File: src/rtl/simon_iter_ctrl_if.sv
// rtl/simon_iter_ctrl_if.sv - block in/out handshake bundle for the Simon engine
interface simon_iter_ctrl_if #(
    parameter int N = 16
);
    logic           in_valid;
    logic           in_ready;
    logic [2*N-1:0] in_block;
    logic           in_decrypt;
    logic           out_valid;
    logic           out_ready;
    logic [2*N-1:0] out_block;

    // Host side: offers blocks, consumes results
    modport master (
        output in_valid, in_block, in_decrypt, out_ready,
        input  in_ready, out_valid, out_block
    );

    // Engine side
    modport slave (
        input  in_valid, in_block, in_decrypt, out_ready,
        output in_ready, out_valid, out_block
    );
endinterface

File: src/rtl/simon_iter_ctrl.sv
// rtl/simon_iter_ctrl.sv - iterative Simon round engine with external round-key store
module simon_iter_ctrl #(
    parameter int N  = 16,
    parameter int T  = 32,
    parameter int AW = 5
) (
    input  logic                 clk,
    input  logic                 rst_n,
    simon_iter_ctrl_if.slave     blk,
    output logic                 rk_en,
    output logic [AW-1:0]        rk_addr,
    input  logic [N-1:0]         rk_data,
    output logic                 busy
);
    localparam int CW = $clog2(T) + 1;

    localparam logic [1:0] IDLE  = 2'd0;
    localparam logic [1:0] FETCH = 2'd1;
    localparam logic [1:0] ROUND = 2'd2;
    localparam logic [1:0] DONE  = 2'd3;

    localparam logic [CW-1:0] CNT_ONE   = CW'(1);
    localparam logic [CW-1:0] CNT_LAST  = CW'(T - 1);
    localparam logic [CW-1:0] CNT_PEN   = CW'(T - 2);
    localparam logic [AW-1:0] ADDR_ONE  = AW'(1);
    localparam logic [AW-1:0] ADDR_LAST = AW'(T - 1);

    logic [1:0]     state;
    logic [CW-1:0]  cnt;
    logic           mode;
    logic [2*N-1:0] s;
    logic [2*N-1:0] s_next;
    logic [2*N-1:0] out_q;
    logic [AW-1:0]  addr_q;
    logic [AW-1:0]  addr_step;

    function automatic logic [N-1:0] rol(input logic [N-1:0] x, input int k);
        return (x << k) | (x >> (N - k));
    endfunction

    function automatic logic [N-1:0] f(input logic [N-1:0] x);
        return (rol(x, 1) & rol(x, 8)) ^ rol(x, 2);
    endfunction

    function automatic logic [2*N-1:0] swap(input logic [2*N-1:0] v);
        return {v[N-1:0], v[2*N-1:N]};
    endfunction

    // One Feistel round on the current state using the key fetched last cycle
    always_comb begin
        s_next = {f(s[2*N-1:N]) ^ s[N-1:0] ^ rk_data, s[2*N-1:N]};
    end

    // Key index walks up for encryption, down for decryption
    always_comb begin
        addr_step = mode ? (addr_q - ADDR_ONE) : (addr_q + ADDR_ONE);
    end

    // Control FSM, round state, key address and result register
    always_ff @(posedge clk or negedge rst_n) begin
        if (!rst_n) begin
            state  <= IDLE;
            cnt    <= '0;
            mode   <= 1'b0;
            s      <= '0;
            out_q  <= '0;
            addr_q <= '0;
        end else begin
            case (state)
                IDLE: begin
                    if (blk.in_valid) begin
                        mode   <= blk.in_decrypt;
                        s      <= blk.in_decrypt ? swap(blk.in_block) : blk.in_block;
                        addr_q <= blk.in_decrypt ? ADDR_LAST : '0;
                        state  <= FETCH;
                    end
                end
                FETCH: begin
                    cnt    <= '0;
                    addr_q <= addr_step;
                    state  <= ROUND;
                end
                ROUND: begin
                    s   <= s_next;
                    cnt <= cnt + CNT_ONE;
                    if (cnt == CNT_LAST) begin
                        out_q <= mode ? swap(s_next) : s_next;
                        state <= DONE;
                    end else if (cnt != CNT_PEN) begin
                        // Address already points at the final key once c reaches T-2
                        addr_q <= addr_step;
                    end
                end
                DONE: begin
                    if (blk.out_ready) begin
                        state <= IDLE;
                    end
                end
                default: state <= IDLE;
            endcase
        end
    end

    assign blk.in_ready  = (state == IDLE);
    assign blk.out_valid = (state == DONE);
    assign blk.out_block = out_q;
    assign rk_en         = (state == FETCH) || ((state == ROUND) && (cnt != CNT_LAST));
    assign rk_addr       = addr_q;
    assign busy          = (state != IDLE);

endmodule

File: src/flat_wrapper.sv
// flat-port wrapper written by rule: the top's interface ports become plain ports
module simon_iter_ctrl_flat 
#(
    parameter int N  = 16,
    parameter int T  = 32,
    parameter int AW = 5
)
  (clk, rst_n, rk_en, rk_addr, rk_data, busy, blk_in_valid, blk_in_block, blk_in_decrypt, blk_out_ready, blk_in_ready, blk_out_valid, blk_out_block);
  simon_iter_ctrl_if #(.N(N)) blk_i ();
  input  logic clk;
  input  logic rst_n;
  output logic rk_en;
  output logic [AW-1:0] rk_addr;
  input  logic [N-1:0] rk_data;
  output logic busy;
  input wire logic [$bits(blk_i.in_valid)-1:0] blk_in_valid;
  input wire logic [$bits(blk_i.in_block)-1:0] blk_in_block;
  input wire logic [$bits(blk_i.in_decrypt)-1:0] blk_in_decrypt;
  input wire logic [$bits(blk_i.out_ready)-1:0] blk_out_ready;
  output wire logic [$bits(blk_i.in_ready)-1:0] blk_in_ready;
  output wire logic [$bits(blk_i.out_valid)-1:0] blk_out_valid;
  output wire logic [$bits(blk_i.out_block)-1:0] blk_out_block;
  assign blk_i.in_valid = blk_in_valid;
  assign blk_i.in_block = blk_in_block;
  assign blk_i.in_decrypt = blk_in_decrypt;
  assign blk_i.out_ready = blk_out_ready;
  assign blk_in_ready = blk_i.in_ready;
  assign blk_out_valid = blk_i.out_valid;
  assign blk_out_block = blk_i.out_block;
  simon_iter_ctrl #(.N(N), .T(T), .AW(AW)) u_core (.clk(clk), .rst_n(rst_n), .blk(blk_i), .rk_en(rk_en), .rk_addr(rk_addr), .rk_data(rk_data), .busy(busy));
endmodule
File: config.mk
export PLATFORM = sky130hd
export DESIGN_NAME = simon_iter_ctrl_flat
export DESIGN_NICKNAME = d
export VERILOG_FILES = /design/src/rtl/simon_iter_ctrl_if.sv /design/src/rtl/simon_iter_ctrl.sv /design/src/flat_wrapper.sv
export SDC_FILE = /design/constraint.sdc
export NUM_CORES = 1
export LEC_CHECK = 0
export BUFFER_PORTS_ARGS = -buffer_cell sky130_fd_sc_hd__buf_2
export CORE_MARGIN = 2
export CORE_UTILIZATION = 51
export CTS_CLUSTER_DIAMETER = 50
export DETAILED_ROUTE_END_ITERATION = 7
export GPL_ROUTABILITY_DRIVEN = 0
export PLACE_DENSITY = 0.77
export SLEW_MARGIN = 10
export SYNTH_ARGS = -nofsm -noshare
export SYNTH_HDL_FRONTEND = slang
export SYNTH_SLANG_ARGS = --single-unit
File: constraint.sdc
create_clock -name clk -period 1.7 [get_ports clk]
set_clock_uncertainty 0.15 [all_clocks]
set_input_delay 0.34 -clock clk [delete_from_list [all_inputs] [get_ports clk]]
set_output_delay 0.34 -clock clk [all_outputs]
set_load 0.03 [all_outputs]
Word level (Yosys, flattened, before mapping)

Index checks and enable logic that the tools add are counted.

Add/sub/neg operators: 3
Equal/unequal tests: 11
Multiplexer cells: 15
Bitwise gates (word level): 7
Reductions and logical operators: 12

Operators with widths:

| cell                                                   | count |
|---|---|
| two-way mux 32 bit                                     | 3 |
| one-hot mux 32 bit (2 select lines)                    | 1 |
| XOR 16 bit                                             | 3 |
| two-way mux 5 bit                                      | 5 |
| AND 16 bit                                             | 1 |
| OR 16 x 1 -> 16 bit                                    | 1 |
| OR 16 x 2 -> 16 bit                                    | 1 |
| OR 16 x 8 -> 16 bit                                    | 1 |
| one-hot mux 5 bit (3 select lines)                     | 1 |
| inequality test 6 x 5 -> 1 bit (second input constant) | 2 |
| one-hot mux 6 bit (2 select lines)                     | 1 |
| one-hot mux 2 bit (4 select lines)                     | 1 |
| adder 6 x 1 -> 6 bit (second input constant)           | 1 |
| == test 6 x 5 -> 1 bit (second input constant)         | 1 |
| two-way mux 2 bit                                      | 3 |
| inequality test 2 bit (second input constant)          | 3 |
| AND reduction 2 bit                                    | 3 |
| nonzero test 2 bit                                     | 3 |
| adder 5 x 1 -> 5 bit (second input constant)           | 1 |
| subtractor 5 x 1 -> 5 bit (second input constant)      | 1 |
| == test 2 bit (second input constant)                  | 2 |
| inequality test 2 x 1 -> 1 bit (second input constant) | 2 |
| AND reduction 4 bit                                    | 1 |
| AND reduction 3 bit                                    | 1 |
| 5 further kinds                                        | 5 |

Register bits after elaboration: 78
Input port bits: 53
Output and inout port bits: 41
Word-level logic and storage cells: 54

Depth between registers and ports, before layout

Gate-level depths: netlist of the first run.

Word-level depth: 6
Mapped depth: 8
Depth with buffers taken out: 6

Least setup slack after synthesis of the first run

OpenSTA, ideal clock, no wires.

Path kind: register to register
From: reg u_core.state[0]
To: reg u_core.s[21]
Library setup time: 0.140 ns
Arrival: 1.811 ns
Data required time: 1.410 ns
Path slack: -0.401 ns
Cell stages (with the launch flop): 8
Path buffers: 1
Period minus slack after synthesis: 2.101 ns
Cells stage by stage: dfrtp_1 -> inv_1 -> ha_1 -> nand2_2 -> a21boi_4 -> buf_6 -> a2111oi_2 -> a211oi_1

Word-level cells in the longest chain between the ends: 3
Elaborated cells between the ends (all ways): 6
Those cells by class: eq/ne: 2; mux: 1; reduce/logical: 3

Ends and longest elaborated chain:

| what                                                                         | line                  | text |
|---|---|---|
| from (decl)                                                                  | simon_iter_ctrl.sv:28 | `logic [1:0] state;` |
| from (signal assigned)                                                       | simon_iter_ctrl.sv:62 | `state <= IDLE;` |
| from (signal assigned)                                                       | simon_iter_ctrl.sv:75 | `state <= FETCH;` |
| from (signal assigned)                                                       | simon_iter_ctrl.sv:81 | `state <= ROUND;` |
| zero test 2 bit *                                                            | n/a                   |  |
| named net blk_in_ready                                                       | flat_wrapper.sv:20    | `output wire logic [$bits(blk_i.in_ready)-1:0] blk_in_ready;` |
| inequality test 2 bit (no source line) or nonzero test 2 bit (tied branches) | n/a                   |  |
| AND reduction 2 bit (no source line)                                         | n/a                   |  |
| to (signal assigned)                                                         | simon_iter_ctrl.sv:73 | `s <= blk.in_decrypt ? swap(blk.in_block) : blk.in_block;` |
| to (signal assigned)                                                         | simon_iter_ctrl.sv:84 | `s <= s_next;` |
| to (decl)                                                                    | simon_iter_ctrl.sv:31 | `logic [2*N-1:0] s;` |

The timed path passes the listed nets; every way through them passes the cells marked *.
A chain may end at the register's enable or synchronous reset.

Worst setup path after layout of the first run

From: reg u_core.state[1]
To: reg u_core.s[22]

Word-level cells in the longest chain between the ends: 3
Elaborated cells between the ends (all ways): 6
Those cells by class: eq/ne: 2; mux: 1; reduce/logical: 3

Ends and longest elaborated chain:

| what                                                                         | line                  | text |
|---|---|---|
| == test 2 bit or zero test 2 bit (tied branches)                             | simon_iter_ctrl.sv:69 | `case (state)` |
| nonzero test 2 bit (no source line) or inequality test 2 bit (tied branches) | n/a                   |  |
| AND reduction 2 bit (no source line)                                         | n/a                   |  |

Parallel ways exist; a longest one is shown, timed or not.

==> results of run 1 <==
worst paths after layout:
| kind | start | end | cells after the start | slack, ns |
|---|---|---|---|---|
| worst min register to register | u_core.blk.out_block[1] | u_core.blk.out_block[1] | 2 | 0.38 |
| min in group asynchronous | rst_n | u_core.s[14] | 2 | 0.39 |
| max in group asynchronous | rst_n | u_core.s[19] | 3 | 0.39 |
| worst max-delay path | u_core.state[1] | u_core.s[22] | 8 | -0.41 |
| worst max register to register | u_core.state[1] | u_core.s[22] | 8 | -0.41 |
| worst min-delay path | blk_in_block[2] | u_core.s[18] | 3 | 0.21 |
area by class of cell:
type,count,area share (%)
clock buffers,10,1.652
clock inverters,6,1.126
inverters,11,0.6158
multi-input cells,380,46.41
flip-flops and latches,78,23.54
well taps,129,1.938
repair buffers,226,24.72
flip-flops by register name, summed over array words and instances, names as in the netlist:
name                  cells
u_core.blk.out_block     32
u_core.mode               1
u_core.rk_addr            5
u_core.cnt                6
u_core.state              2
u_core.s                 32
stage by stage:
stage	power, mW	util, %
6_report	18.43	90.16
3_5_place_dp	10.77	65.05
4_1_cts	15.57	85.42
3_3_place_gp	10.48	65.05
2_1_floorplan	7.795	-
5_1_grt	18.75	90.16
synthesized netlist by cell type (2+ instances only):
master,n
nand2_1,87
dfrtp_1,78
nor2_1,35
xnor2_1,32
a21oi_1,23
o221ai_1,23
o21ai_0,21
nor2b_1,20
xor2_1,19
mux2i_1,18
nand2b_1,18
buf_2,17
a2111oi_2,16
a211oi_1,16
clkbuf_1,11
ha_1,10
o221ai_2,10
inv_1,9
buf_6,6
nand3b_1,3
o22ai_1,3
or3_1,3
a21o_1,2
inv_2,2
mux2_2,2
nand3_1,2
nand4_1,2
metal layers:
metal  GRT usage [%]  wire length [um]
met1           55.00              8621
met3           9.524              3000
met5               0                 0
met2           65.54             11170
met4           22.45              2158
power groups by stage:
stage | logic, mW | registers, mW | clock network (mW)
6_report | 13.5 | 3.16 | 1.71
3_5_place_dp | 7.86 | 2.91 | 0
5_1_grt | 13.8 | 3.15 | 1.76
3_3_place_gp | 7.60 | 2.88 | 0
2_1_floorplan | 4.73 | 3.06 | 0
4_1_cts | 11.1 | 2.90 | 1.62
kinds of logic after synthesis:
kind of cell               Yosys count
AOI/OAI and AO/OA                  120
muxes                               20
xor gates and xnor gates            51
and+or+nand+nor                    177
DFF                                 78
adders and majority gates           11
buffers and inverters               47
timing repair:
item / 4_1_cts / 5_1_grt
gates resized for setup: 210 / 111
cloned: 13 / 2
pin swaps: 82 / 38
buffers inserted: 49 / 16
endpoints found under the setup margin: 72 / 81
hold endpoints to repair: 30 / 0
hold buffers: 1 / 0
critical path, cell delays in order, from the launching register on:
cell and delay (ns):
dfrtp_2 0.46, inv_2 0.10, ha_4 0.23, inv_4 0.06, a21boi_4 0.27, buf_6 0.16
nor2_4 0.06, clkbuf_16 0.17, a211oi_2 0.34
==> key figures, run 1 <==
Run status
  • Status: finished with violations
  • Failing checks: negative setup slack

Logic synthesis
  • Syn Nets: between 500 and 600
  • Simple-gate share of the synthesized area: around 17%
  • XOR/XNOR Fraction of Synth Area: between 9 and 10%
  • Register area share after synthesis: roughly two fifths
  • Post-Synth Adder-Cell Area: under 10%
  • Cell variety after synth: 43
  • Top FF cell, synth: dfrtp_1
  • Warnings from Yosys: 0
  • Post-Syn Instances: 504
  • Compound-cell area share of the yosys netlist: 21.35%
  • Yosys reg bits: between 70 and 80
  • Number of enable flip-flop cells after synthesis: 0
  • Mapped Area: 4857 um2
  • Yosys top cell by area: dfrtp_1
  • Async S/R FF share, synth: 100.0%
  • Area contributors post-synth: dfrtp_1 (40%), nand2_1 (6.7%), xnor2_1 (5.8%), a2111oi_2 (4.9%), o221ai_1 (4.1%)
  • Yosys top cell area share: 40.19%
  • Mux contribution to synthesized area: 4.173%
  • Avg Inst Size Synth: 9.637 um2
  • Main combinational cell family by area after synthesis: compound AO/OA/AOI/OAI gates

Global route
  • Total gr overflow: 0
  • Global Route Usage Sum: a little over two fifths
  • Vias in the first global route: 5426
  • First-pass GRT wire length: 32350 um
  • Largest net degree at the start of global routing: 49
  • Initial antenna violation count: 0

Cells and area
  • Commonest non-fill, non-tap cell in the layout: buf_2
  • Number of standard cells in the final layout excluding fillers: 840
  • Final #Nets: 770
  • Layout fillers: between 300 and 400
  • Register Area: approximately 2000 um2
  • Multi-input logic area: about 3900 um2
  • Share of cells above drive strength 1: 61.32%
  • Fin area: 8330 um2
  • Diodes inserted: 0
  • Area Overhead vs Synth: 71.51%
  • Most frequent cells in the layout: buf_2 (88), dfrtp_1 (71), buf_4 (68), nand2_4 (41)

Die
  • Row count: 35
  • # IOs: 94
  • Initial Utilization: 52.57%
  • Die area: 10320 um2
  • Core area: around 9000 um2
  • Die H: 101.6 um
  • Die W: 101.6 um

CTS
  • Clk root buf: clkbuf_8
  • CTS tree: done
  • Max clock buf depth: 2
  • Cts bufs inserted: 9
  • Total clock sinks: 78
  • Clk Latency, worst-skew pair: 0.37 ns
  • Clk slew on worst S/H paths: 0.11 ns
  • H-tree depth: 3

Route
  • DR vias/cell: 6.854
  • Remaining antenna violation count: 0
  • Drt wl/cell: 29.70 um
  • DR vias: around 5800
  • Drt first-iter violations: 716
  • WL final: 24950 um
  • # DRC: 0
  • Initial DRT Pass Iterations: 5

STA
  • Setup Viol. Count Final: 77
  • Slew margin rel.: 51.84%
  • Final WS setup: -0.4138 ns
  • Final hold slack: roughly 0.21 ns
  • RSZ-0062 raised after global routing: true
  • Setup_tns: -18.81 ns
  • Worst slew pin tran: 0.7172 ns
  • Top achievable clock speed: 473.1 MHz
  • Tcrit/Tclk final: 124.3%
  • Fin. Hold Viols: 0
  • Max Slew Vio Count: 0
  • Tmin final: 2.114 ns

Pwr
  • P_int: 9.213 mW
  • Combinational power share: roughly 74%
  • Clock group share of total power: a little under a tenth
  • Switching Fraction: 50.01%
  • Leakage: 3.483 nW
  • Pwr per Cell Area: ~2200 nW/um2
  • NetSw: 9.216 mW
  • Reg power frac: ~17%
  • VDD IR max: 2202 uV

Placed design
  • Pre-CTS WS: -0.2502 ns
  • Area post-placement: 6011 um2
  • HPWL after DPL: a little under 10000 um
  • Cell Count Post-Placement: about 760
  • I/O Buffers: 93

Worst hold path
  • Hold crit path type: input pin to register

Setup path
  • CP endpoint kind: register
  • Crit path required time: 1.80 ns
  • Critical path type: register to register
  • Critical Path Start Type: register
  • Critical path peak fanout: 5
  • Worst EP arrival: approximately 2.2 ns

Flow run
  • Max_cap viols: 0
No activity file was read; power rests on OpenSTA's default activity.
==> run 2: changes to the inputs <==
--- a/config.mk
+++ b/config.mk
@@ -12,6 +12,7 @@
 export DETAILED_ROUTE_END_ITERATION = 7
 export GPL_ROUTABILITY_DRIVEN = 0
 export PLACE_DENSITY = 0.77
+export RECOVER_POWER = 50
 export SLEW_MARGIN = 10
 export SYNTH_ARGS = -nofsm -noshare
 export SYNTH_HDL_FRONTEND = slang
==> run 2 against run 1 <==
The flow still finishes with violations (negative setup slack). First-iteration DRC count did not move. Register-to-register slack barely moved. Power barely moved. Via count rose by 0.26%.
==> key figures, run 2 (synthesized netlist as in run 1, its figures left out) <==
Run status
  • Status: finished with violations
  • Failing checks: negative setup slack

Pwr
  • Combinational power share: 73.6%
  • P_int: ~9.2 mW
  • NetSw: 9.219 mW
  • Overall power: 18.43 mW
  • VDD IR max: 2185 uV
  • Leakage: approximately 3.5 nW
  • Switching Fraction: 50.02%
  • Pwr per Cell Area: 2213 nW/um2
  • Clock group share of total power: 9.3%
  • Reg power frac: 17.1%

STA
  • Top achievable clock speed: 471.8 MHz
  • Tmin final: 2.119 ns
  • Tcrit/Tclk final: 124.7%
  • RSZ-0062 raised after global routing: true
  • Worst slew pin tran: just under 0.9 ns
  • Fin. Hold Viols: 0
  • Final WS setup: -0.4195 ns
  • Setup Viol. Count Final: 77
  • Slew margin rel.: 42.07%
  • Max Slew Vio Count: 0

CTS
  • H-tree depth: 3
  • Total clock sinks: about 80
  • Cts bufs inserted: 9
  • Max clock buf depth: 2
  • Clk root buf: clkbuf_8
  • Clk Latency, worst-skew pair: 0.37 ns
  • CTS tree: done
  • Clk slew on worst S/H paths: ~0.1 ns

Setup path
  • Critical Path Start Type: register
  • Critical path type: register to register
  • CP endpoint kind: register
  • Crit path required time: 1.80 ns
  • Critical path peak fanout: 5
  • Worst EP arrival: ~2.2 ns

Cells and area
  • Most frequent cells in the layout: buf_2 (88), dfrtp_1 (71), buf_4 (67), nand2_4 (41)
  • Number of standard cells in the final layout excluding fillers: 840
  • Multi-input logic area: roughly 3900 um2
  • Commonest non-fill, non-tap cell in the layout: buf_2
  • Fin area: 8328 um2
  • Register Area: 1961 um2
  • Share of cells above drive strength 1: 61.32%
  • Diodes inserted: 0
  • Final #Nets: 770
  • Area Overhead vs Synth: 71.46%
  • Layout fillers: 325

Die
  • Die H: 101.6 um
  • # IOs: 94
  • Row count: 35
  • Die W: 101.6 um
  • Die area: a little over 10000 um2
  • Core area: 9240 um2
  • Initial Utilization: a little over half

Global route
  • First-pass GRT wire length: 32350 um
  • Total gr overflow: 0
  • Vias in the first global route: 5426
  • Initial antenna violation count: 0
  • Global Route Usage Sum: 42.21%
  • Largest net degree at the start of global routing: 49

Route
  • # DRC: 0
  • DR vias/cell: roughly 6.9
  • Remaining antenna violation count: 0
  • Drt first-iter violations: 716
  • Drt wl/cell: 29.61 um
  • WL final: 24870 um
  • DR vias: a little under 6000
  • Initial DRT Pass Iterations: 7

Placed design
  • Cell Count Post-Placement: 758
  • I/O Buffers: 93
  • HPWL after DPL: between 9000 and 10000 um
  • Area post-placement: 6011 um2

Worst hold path
  • Hold crit path type: input pin to register

Flow run
  • Max_cap viols: 0
-- run 2: cell count changes in the layout (fill, tap and decap cells not counted) --
cell	change
clkbuf_2	+1
buf_4	-1
-- run 2: power groups by stage --
stage          combinational, mW  clock (mW)  sequential (mW)
2_1_floorplan               4.73           0             3.06
3_3_place_gp                7.60           0             2.88
3_5_place_dp                7.86           0             2.91
4_1_cts                     11.1        1.62             2.90
5_1_grt                     13.8        1.76             3.15
6_report                    13.6        1.72             3.15
-- run 2: worst paths after layout --
kind | from | to | slack (ns) | cells after the start
setup / recovery | u_core.state[1] | u_core.s[22] | -0.42 | 8
hold / removal | blk_in_block[10] | u_core.s[26] | 0.21 | 3
setup reg to reg | u_core.state[1] | u_core.s[22] | -0.42 | 8
hold reg to reg | u_core.blk.out_block[1] | u_core.blk.out_block[1] | 0.38 | 2
max in group asynchronous | rst_n | u_core.s[19] | 0.09 | 3
min in group asynchronous | rst_n | u_core.s[14] | 0.55 | 2
-- run 2: critical path, stage by stage (launching register included) --
cell	delay [ns]
dfrtp_2	0.46
inv_2	0.10
ha_4	0.23
inv_4	0.06
a21boi_4	0.28
buf_6	0.16
nor2_4	0.06
clkbuf_16	0.17
a211oi_2	0.34
-- run 2: repair_timing --
action	4_1_cts	5_1_grt
gates resized for setup	210	111
buffers inserted	49	16
setup endpoints to repair	72	81
pin swaps	82	38
cloned	13	2
hold buffers	1	0
hold endpoints to repair	30	0
-- run 2: area by class of cell --
type	count	area share, %
Clock buffer	10	1.653
Clock inverter	6	1.127
Inverter	11	0.6160
Multi-Input combinational cell	380	46.42
Sequential cell	78	23.54
Tap cell	129	1.938
Timing Repair Buffer	226	24.70
-- run 2: layer usage --
layer	vias to the layer above	track usage (%)	share of wire [%]
met5	-	0	0
met4	0	22.45	8.9
met2	623	65.54	45
met1	2710	55.00	34
met3	232	9.524	12
li1	2207	-	-
-- run 2: stage by stage --
step	setup WS [ns]	hold slack [ns]	utilization [%]	TNS (ns)
finish	-0.4195	0.2135	90.13	-18.79
global route	-0.4936	0.2234	90.13	-22.57
CTS	-0.2849	0.1963	85.42	-10.02
detailed placement	-0.2502	0.1583	65.05	-11.46
global placement	-0.1794	0.1570	65.05	-7.927
floorplan	-0.1000	-0.1056	-	-5.282
==> run 3: changes to the inputs <==
--- a/config.mk
+++ b/config.mk
@@ -6,13 +6,14 @@
 export NUM_CORES = 1
 export LEC_CHECK = 0
 export BUFFER_PORTS_ARGS = -buffer_cell sky130_fd_sc_hd__buf_2
-export CORE_MARGIN = 2
+export CORE_MARGIN = 1
 export CORE_UTILIZATION = 51
 export CTS_CLUSTER_DIAMETER = 50
 export DETAILED_ROUTE_END_ITERATION = 7
 export GPL_ROUTABILITY_DRIVEN = 0
 export PLACE_DENSITY = 0.77
 export RECOVER_POWER = 50
+export REMOVE_ABC_BUFFERS = 1
 export SLEW_MARGIN = 10
 export SYNTH_ARGS = -nofsm -noshare
 export SYNTH_HDL_FRONTEND = slang
==> constraint.sdc (replaced) <==
create_clock -name clk -period 1.7 [get_ports clk]
set_clock_uncertainty 0.15 [all_clocks]
set_input_delay 0.34 -clock clk [delete_from_list [all_inputs] [get_ports clk]]
set_output_delay 0.34 -clock clk [all_outputs]
set_load 0.01 [all_outputs]
==> run 3 against run 2 <==
The run still ends with negative setup slack left. Sequential power about the same. Global-route usage shrank 9.3 points. Fmax is 0.91% higher. Combinational power is 21% lower. Routed wire length shrank 16%. Utilization shrank 7.4 points. Highest routed layer unchanged.
==> key figures, run 3 (synthesized netlist as in run 1, its figures left out) <==
Cells and area
  • Final cell utilization of the core: 82.78%
  • Diodes inserted: 0
  • Share of cells above drive strength 1: 50.00%
  • Most frequent cells in the layout: buf_2 (89), dfrtp_1 (77), nand2_1 (59), buf_4 (42), xnor2_1 (32)
  • Commonest non-fill, non-tap cell in the layout: buf_2
  • Final #Nets: 729
  • Area Overhead vs Synth: 57.47%

CTS
  • Total clock sinks: 78
  • Max clock buf depth: 2
  • CTS tree: done
  • Clk root buf: clkbuf_8
  • Cts bufs inserted: 9
  • Clk slew on worst S/H paths: 0.09 ns
  • H-tree depth: 3
  • Clk Latency, worst-skew pair: 0.36 ns

Die
  • Core area: 9240 um2
  • # IOs: 94
  • Initial Utilization: 52.57%
  • Die area: 9918 um2
  • Die H: 99.59 um
  • Die W: 99.59 um
  • Row count: 35

Global route
  • Initial antenna violation count: 0
  • Global Route Usage Sum: between 30 and 40%
  • Vias in the first global route: 4773
  • Total gr overflow: 0
  • First-pass GRT wire length: 25090 um
  • Largest net degree at the start of global routing: 79

Setup path
  • CP endpoint kind: register
  • Critical path peak fanout: 8
  • Crit path required time: 1.77 ns
  • Critical Path Start Type: register
  • Critical path type: register to register
  • Worst EP arrival: between 2 and 2.5 ns

Route
  • # DRC: 0
  • WL final: 20800 um
  • Initial DRT Pass Iterations: 6
  • DR vias/cell: between 6 and 7
  • Remaining antenna violation count: 0
  • Drt wl/cell: 26.04 um
  • DR vias: roughly 5300
  • Drt first-iter violations: 643

STA
  • Tcrit/Tclk final: 123.5%
  • Setup Viol. Count Final: 75
  • Tmin final: 2.100 ns
  • Final WS setup: -0.4003 ns
  • Slew margin rel.: 49.91%
  • Top achievable clock speed: 476.1 MHz
  • Max Slew Vio Count: 0
  • Fin. Hold Viols: 0
  • RSZ-0062 raised after global routing: true
  • Worst slew pin tran: 0.7513 ns

Pwr
  • Overall power: 15.46 mW
  • NetSw: 7.449 mW
  • Reg power frac: between 20% and 30%
  • Clock group share of total power: 10.0%
  • Switching Fraction: 48.17%
  • Pwr per Cell Area: 2022 nW/um2
  • VDD IR max: 1462 uV
  • Combinational power share: 69.6%
  • Leakage: 3.179 nW
  • P_int: about 8 mW

Placed design
  • I/O Buffers: 93
  • Pre-CTS WS: -0.3142 ns
  • HPWL after DPL: 8643 um

Run status
  • Failing checks: negative setup slack
  • Status: finished with violations

Flow run
  • Max_cap viols: 0

Worst hold path
  • Hold crit path type: input pin to register
==> run 3: layout make-up <==
cell class              count  area [um2]
clock buffers              12       155.1
clock inverters             4       52.55
fillers                   444        1592
inverters                  11       46.29
multi-input cells         379        3537
flip-flops and latches     78        1953
well taps                 129       161.4
repair buffers            186        1743
==> run 3: repair_timing <==
action | in CTS | in global routing
resized for setup | 69 | 154
hold buffers | 1 | 0
hold endpoints to repair | 78 | 0
endpoints found under the setup margin | 59 | 76
pin swaps | 14 | 73
gates cloned | 8 | 9
setup buffers | 16 | 20
==> run 3: metrics by stage <==
stage                     instances  cell area (um2)  setup TNS [ns]  hold slack, ns
after floorplan                 468             4638         -122.13         -0.1056
after global placement          735             5720          -9.241          0.2485
after detailed placement        735             5720          -12.42          0.2449
after CTS                       776             6639          -10.44          0.2264
after global routing            799             7649          -22.45          0.2294
final                           799             7649          -21.00          0.2358
==> run 3: worst paths after layout <==
check | start | to | slack (ns) | cells after the start
max reg2reg | u_core.state[1] | u_core.blk.out_block[21] | -0.40 | 9
min in group asynchronous | rst_n | u_core.s[10] | 0.50 | 3
min reg2reg | u_core.s[10] | u_core.s[10] | 0.37 | 2
min | blk_in_block[6] | u_core.s[22] | 0.24 | 3
max in group asynchronous | rst_n | u_core.mode | 0.35 | 3
max | u_core.state[1] | u_core.blk.out_block[21] | -0.40 | 9
==> run 3: worst max-delay path: stages, from the launching register on <==
cell and delay [ns]:
dfrtp_1 0.43, buf_6 0.14, ha_4 0.17, buf_6 0.11, nand3b_4 0.10, or2_4 0.32
buf_12 0.17, clkbuf_16 0.19, nand2_4 0.07, o221ai_2 0.10
==> run 3: power by group through the flow <==
stage                     clock (mW)  sequential (mW)  combinational [mW]
after CTS                       1.50             2.98                7.94
after global routing            1.63             3.18                11.2
after floorplan                    0             3.00                4.08
after global placement             0             2.97                6.10
final                           1.55             3.15                10.8
after detailed placement           0             3.00                6.36
==> run 3: per-layer routing <==
layer,vias up,GRT usage (%),wire [um]
met2,471,56.14,9929
met4,0,14.71,1372
li1,2111,-,-
met5,-,0,0
met1,2606,41.18,7242
met3,160,5.552,2260
